**config.mk**
```make
export PLATFORM = sky130hd
export DESIGN_NAME = seg_scan_decoder
export DESIGN_NICKNAME = d
export VERILOG_FILES = /design/src/rtl/seg_scan_decoder.sv
export SDC_FILE = /design/constraint.sdc
export NUM_CORES = 1
export LEC_CHECK = 0
export ABC_AREA = 1
export BUFFER_PORTS_ARGS = -buffer_cell sky130_fd_sc_hd__buf_2
export CORE_MARGIN = 5
export CORE_UTILIZATION = 40
export DETAILED_ROUTE_END_ITERATION = 7
export PLACE_DENSITY_LB_ADDON = 0.3
export SETUP_SLACK_MARGIN = 0.2
export SYNTH_ARGS = -nofsm -noshare
export SYNTH_HDL_FRONTEND = slang
export SYNTH_SLANG_ARGS = --single-unit
```
**constraint.sdc**
```tcl
create_clock -name clk -period 3.7 [get_ports clk]
set_input_delay 0.185 -clock clk [delete_from_list [all_inputs] [get_ports clk]]
set_output_delay 0.185 -clock clk [all_outputs]
set_load 0.05 [all_outputs]
```
**src/rtl/seg_scan_decoder.sv**
```systemverilog
// Receive-side monitor for a 4-digit multiplexed 7-segment bus: debounces each
// digit dwell, decodes the glyph to a 5-bit code and publishes complete 4-digit frames.
module seg_scan_decoder #(
   parameter int SETTLE_CYCLES = 16,
   parameter int CNT_W         = 8
) (
   input  logic        clk,
   input  logic        rst,
   input  logic [6:0]  seg,
   input  logic        dp,
   input  logic [3:0]  an,
   output logic [19:0] chars,
   output logic [3:0]  dps,
   output logic        frame_valid,
   output logic [15:0] frame_count,
   output logic        err_multi
);

   function automatic logic [4:0] decode_seg(input logic [6:0] s);
      case (s)
         7'h40:   return 5'd0;
         7'h79:   return 5'd1;
         7'h24:   return 5'd2;
         7'h30:   return 5'd3;
         7'h19:   return 5'd4;
         7'h12:   return 5'd5;
         7'h02:   return 5'd6;
         7'h78:   return 5'd7;
         7'h00:   return 5'd8;
         7'h10:   return 5'd9;
         7'h08:   return 5'd10;
         7'h03:   return 5'd11;
         7'h46:   return 5'd12;
         7'h21:   return 5'd13;
         7'h06:   return 5'd14;
         7'h0E:   return 5'd15;
         7'h09:   return 5'd16;
         7'h47:   return 5'd17;
         7'h2F:   return 5'd18;
         7'h7F:   return 5'd19;
         7'h3F:   return 5'd20;
         default: return 5'd31;
      endcase
   endfunction

   logic [6:0]       seg_q, seg_d;
   logic             dp_q, dp_d;
   logic [3:0]       an_q, an_d;
   logic [11:0]      prev_q, prev_d;
   logic [CNT_W-1:0] cnt_q, cnt_d;
   logic [3:0]       seen_q, seen_d;
   logic [3:0][4:0]  slot_q, slot_d;
   logic [3:0]       dpslot_q, dpslot_d;
   logic [19:0]      chars_q, chars_d;
   logic [3:0]       dps_q, dps_d;
   logic             frame_valid_q, frame_valid_d;
   logic [15:0]      frame_count_q, frame_count_d;
   logic             err_multi_q, err_multi_d;

   logic [11:0] cur;
   logic [1:0]  idx;
   logic [3:0]  seen_cap;
   logic        valid, multi, same, capture, publish;
   int          zeros;

   // NOTE: every variable gets a default at the top of always_comb so no path can infer a latch.
   always_comb begin
      seg_d  = seg;
      dp_d   = dp;
      an_d   = an;
      cur    = {an_q, seg_q, dp_q};
      prev_d = cur;
      zeros  = $countones(~an_q);
      valid  = (zeros == 1);
      multi  = (zeros >= 2);
      same   = (cur == prev_q);

      case (an_q)
         4'b1101: idx = 2'd1;
         4'b1011: idx = 2'd2;
         4'b0111: idx = 2'd3;
         default: idx = 2'd0;
      endcase

      if (valid && same)
         cnt_d = (cnt_q == CNT_W'(SETTLE_CYCLES)) ? cnt_q : cnt_q + CNT_W'(1);
      else
         cnt_d = valid ? CNT_W'(1) : CNT_W'(0);

      // The SETTLE-1 -> SETTLE transition fires once per dwell; saturation blocks repeats.
      capture  = valid && same && (cnt_q == CNT_W'(SETTLE_CYCLES - 1));
      seen_cap = seen_q | (capture ? (4'(1) << idx) : 4'b0000);
      publish  = capture && (seen_cap == 4'hF);

      slot_d   = slot_q;
      dpslot_d = dpslot_q;
      if (capture) begin
         slot_d[idx]   = decode_seg(seg_q);
         dpslot_d[idx] = ~dp_q;
      end

      seen_d        = publish ? 4'b0000 : seen_cap;
      chars_d       = publish ? slot_d : chars_q;
      dps_d         = publish ? dpslot_d : dps_q;
      frame_valid_d = publish;
      frame_count_d = frame_count_q + {15'd0, publish};
      err_multi_d   = err_multi_q | multi;
   end

   // NOTE: sequential state uses non-blocking assignments so all flops update from pre-edge values.
   always_ff @(posedge clk) begin
      if (rst) begin
         seg_q         <= 7'h7F;
         dp_q          <= 1'b1;
         an_q          <= 4'hF;
         prev_q        <= 12'hFFF;
         cnt_q         <= '0;
         seen_q        <= 4'b0000;
         // NOTE: slot storage is reset too, so a reset mid-frame leaves no stale digits behind.
         slot_q        <= '0;
         dpslot_q      <= 4'b0000;
         chars_q       <= '0;
         dps_q         <= 4'b0000;
         frame_valid_q <= 1'b0;
         frame_count_q <= '0;
         err_multi_q   <= 1'b0;
      end else begin
         seg_q         <= seg_d;
         dp_q          <= dp_d;
         an_q          <= an_d;
         prev_q        <= prev_d;
         cnt_q         <= cnt_d;
         seen_q        <= seen_d;
         slot_q        <= slot_d;
         dpslot_q      <= dpslot_d;
         chars_q       <= chars_d;
         dps_q         <= dps_d;
         frame_valid_q <= frame_valid_d;
         frame_count_q <= frame_count_d;
         err_multi_q   <= err_multi_d;
      end
   end

   assign chars       = chars_q;
   assign dps         = dps_q;
   assign frame_valid = frame_valid_q;
   assign frame_count = frame_count_q;
   assign err_multi   = err_multi_q;

endmodule

```
==> qor.yml <==
die:
  pin_count: 56
  die-width_um: 118
  row_count: 39
  core_sq_mm: 0.0115
  dieArea_sq_mm: 0.0140
  die_height_um: 118
  floorplan.initialDensity_pct: 40.9
timing:
  rsz0062_at_grt: "true"
  min_period_ps: 3500
  skew_ps: 6.77
  max_clock_freq_ghz: 0.286
  setup_viol: 0
  tightest_slew_ps: 663
  slew_viol_final: 0
  tns_ps: 0
  slew_headroom_pct: 55.8
  report.final.hold_viol_count: 0
  finalCritPeriodShare_pct: 94.6
finish:
  fillers: 1132
  nets: 750
  stdcell_area_sq_mm: 0.00560
  final_cells: 873
  diodes: 0
  drive_above_1_share_pct: 21.1
  syn_to_final_growth_pct: 19.3
clocking:
  cts_buffers: 9
  cts.sinks: 102
  root_buffer: "clkbuf_16"
  cts_tree: "done"
  h-tree-depth: 3
  cts_buffer_depth: 2
  clk-insertion-delay-late_ps: 340
  cts.clk_slew.worst_paths_ps: 60
power:
  total_power_mw: 2.20
  worst_ir_drop_vdd_v: 0.000199
  power_density_mw_per_mm2: 393
  p_leak_nw: 2.77
yosys:
  yosysTopAreaCellShare_pct: 43.5
  synthTopCellsByArea: "dfxtp_1 43%, nand2_1 15%, nand3_1 7.7%, nor2_1 6.8%, inv_1 4.8%"
  synthArstFlopShare_pct: 0
  syn_area_sq_mm: 0.00470
  yosys_warnings: 0
  synth_cells: 659
  synth_edf_count: 0
  yosysSeqAreaShare_pct: 43.5
  synth_area_leader_cell: "dfxtp_1"
  ys_types: 36
  ys_seq_elements: 102
  ys.flop_type: "dfxtp_1"
  avgSynthCellArea_sq_um: 7.13
  synth_nets: 684
critical_path:
  cp_data_arrival_time_ps: 3710
  critPathMaxFanout: 5
  critPathRequiredTime_ps: 3910
  cp-end-kind: "flop"
  start_kind: "flop"
  crit_type: "flop to flop"
placed_design:
  dpl.hpwl_mm: 7.72
  place_congestion: 0.888
  portBuffers: 55
  dp_cells: 844
  dpl_cell_area_sq_mm: 0.00514
route:
  wl_per_cell_um: 12.3
  first_pass_iters: 4
  drtAntennaViolNets: 0
  drc: 0
  vias_per_cell: 4.77
  dr.first_iter.drc_count: 229
  routed-via-count: 4168
  postRouteWirelength_mm: 10.7
global_route:
  grt_pass1_vias: 3960
  grt_pass1_wl_mm: 18.1
  grt_max_degree: 64
  antenna_found_initial: 0
  grt-ovfl-total: 0
  track_usage_pct: 15.3
flow_run:
  drv_cap: 0
worst_hold_path:
  worstHoldPathType: "primary input to flop"
run_status:
  status: "finished, final reports clean"
registers in the layout, indices dropped and copies added (netlist names):
name and count:
slot_q 20, dps 4, chars 20, prev_q 12, seen_q 4, err_multi 1, frame_valid 1, dpslot_q 4
cnt_q 8, seg_q 7, dp_q 1, an_q 4, frame_count 16
through the flow:
stage                     setup WS [ps]  hold slack (ps)  utilization [%]
after CTS                           200             18.0             47.4
after floorplan                    93.5              289                -
after global placement              306              367             44.8
after detailed placement            186              374             44.8
final                               199             28.4             48.8
after global routing              -32.5             26.3             48.8
area by class of cell:
type                       count  area (sq um)  area share (%)
clock inverter                 4          30.0           0.536
tap                          143           179            3.19
inverter                      79           297            5.29
sequential                   102          2050            36.6
clock buffer                  12           267            4.76
multi-input combinational    461          2370            42.3
timing repair buffer          72           407            7.26
power by group:
part           internal (mW)  switching (mW)  total [mW]
clock network          0.511           0.399       0.910
logic                 0.0535           0.108       0.161
registers               1.11          0.0170        1.13
routing by layer:
layer  up-vias  GRT usage, %  part of all wire, %
li1       2200             -                    -
met3        12          3.49                  4.0
met5         -             0                    0
met4         0          5.88                  2.0
met2        62          25.7                   49
met1      1894          19.0                   45
placed cells by master (no fill, tap or decap), types with 2 or more instances in the layout:
cell,netlist,final
nor2_1,85,81
nand3_1,72,71
a31oi_1,3,3
o21ai_1,5,7
ha_1,10,5
clkbuf_8,0,3
ha_4,0,3
a21oi_1,30,29
nand2_1,186,185
clkinvlp_4,0,4
buf_2,3,55
clkbuf_16,0,9
buf_4,0,16
nor2_4,1,4
inv_1,60,58
nand4_1,6,6
nand2_4,2,6
o21ai_0,4,2
nand3b_1,2,2
xnor2_1,4,4
inv_2,17,19
clkinv_1,2,2
nand4_4,3,3
xor2_1,4,4
a211oi_1,2,2
nor2_2,2,3
nor3_1,12,12
nor2_8,2,2
nand2_2,6,3
dfxtp_1,102,99
dfxtp_4,0,2
or2_2,13,13
ha_2,0,2
synthesized netlist by cell type, types with 5 or more instances:
| library cell | number |
|---|---|
| a21oi_1 | 30 |
| clkbuf_1 | 9 |
| dfxtp_1 | 102 |
| ha_1 | 10 |
| inv_1 | 60 |
| inv_2 | 17 |
| nand2_1 | 186 |
| nand2_2 | 6 |
| nand3_1 | 72 |
| nand4_1 | 6 |
| nor2_1 | 85 |
| nor3_1 | 12 |
| o21ai_1 | 5 |
| or2_2 | 13 |
worst paths after layout:
| kind | startpoint | to | slack [ps] | cells after the start |
|---|---|---|---|---|
| max | an_q[1]$_SDFF_PP1_ | frame_count[12]$_SDFF_PP0_ | 200 | 21 |
| min | seg[2] | seg_q[2]$_SDFF_PP1_ | 30 | 2 |
| max reg2reg | an_q[1]$_SDFF_PP1_ | frame_count[12]$_SDFF_PP0_ | 200 | 21 |
| min reg2reg | dps[3]$_SDFFE_PP0P_ | dps[3]$_SDFFE_PP0P_ | 470 | 2 |
cell families (layout without fill, tap and decap cells):
group | after synthesis | count (layout) | share of synthesized area (%)
AND/OR/NAND/NOR | 397 | 397 | 38.5
flip-flops | 102 | 102 | 43.5
buffers and inverters | 96 | 167 | 8.39
AO/OA/AOI/OAI | 45 | 45 | 5.04
adder cells (fa/ha/maj) | 11 | 11 | 3.09
XOR/XNOR | 8 | 8 | 1.49
critical path, cell delays in order, from the launching register on:
cell	delay, ps
dfxtp_4	370
fa_1	560
inv_1	50
ha_2	180
inv_2	60
ha_4	200
nor3_4	210
buf_6	160
nand4_4	110
nand2_4	110
nand2_4	70
nor2_8	120
ha_4	160
ha_4	130
nand3_4	70
nor2_4	140
nand2_2	60
nor2_1	110
inv_1	70
nor4_2	230
xnor2_1	140
nor2_1	50
repair_timing:
item,in CTS,in global routing
hold buffers,0,0
gates resized for setup,0,16
buffers inserted,0,13
pin swaps,1,11
endpoints found under the setup margin,1,6
gates cloned,0,0
No activity file was read; power rests on OpenSTA's default activity.
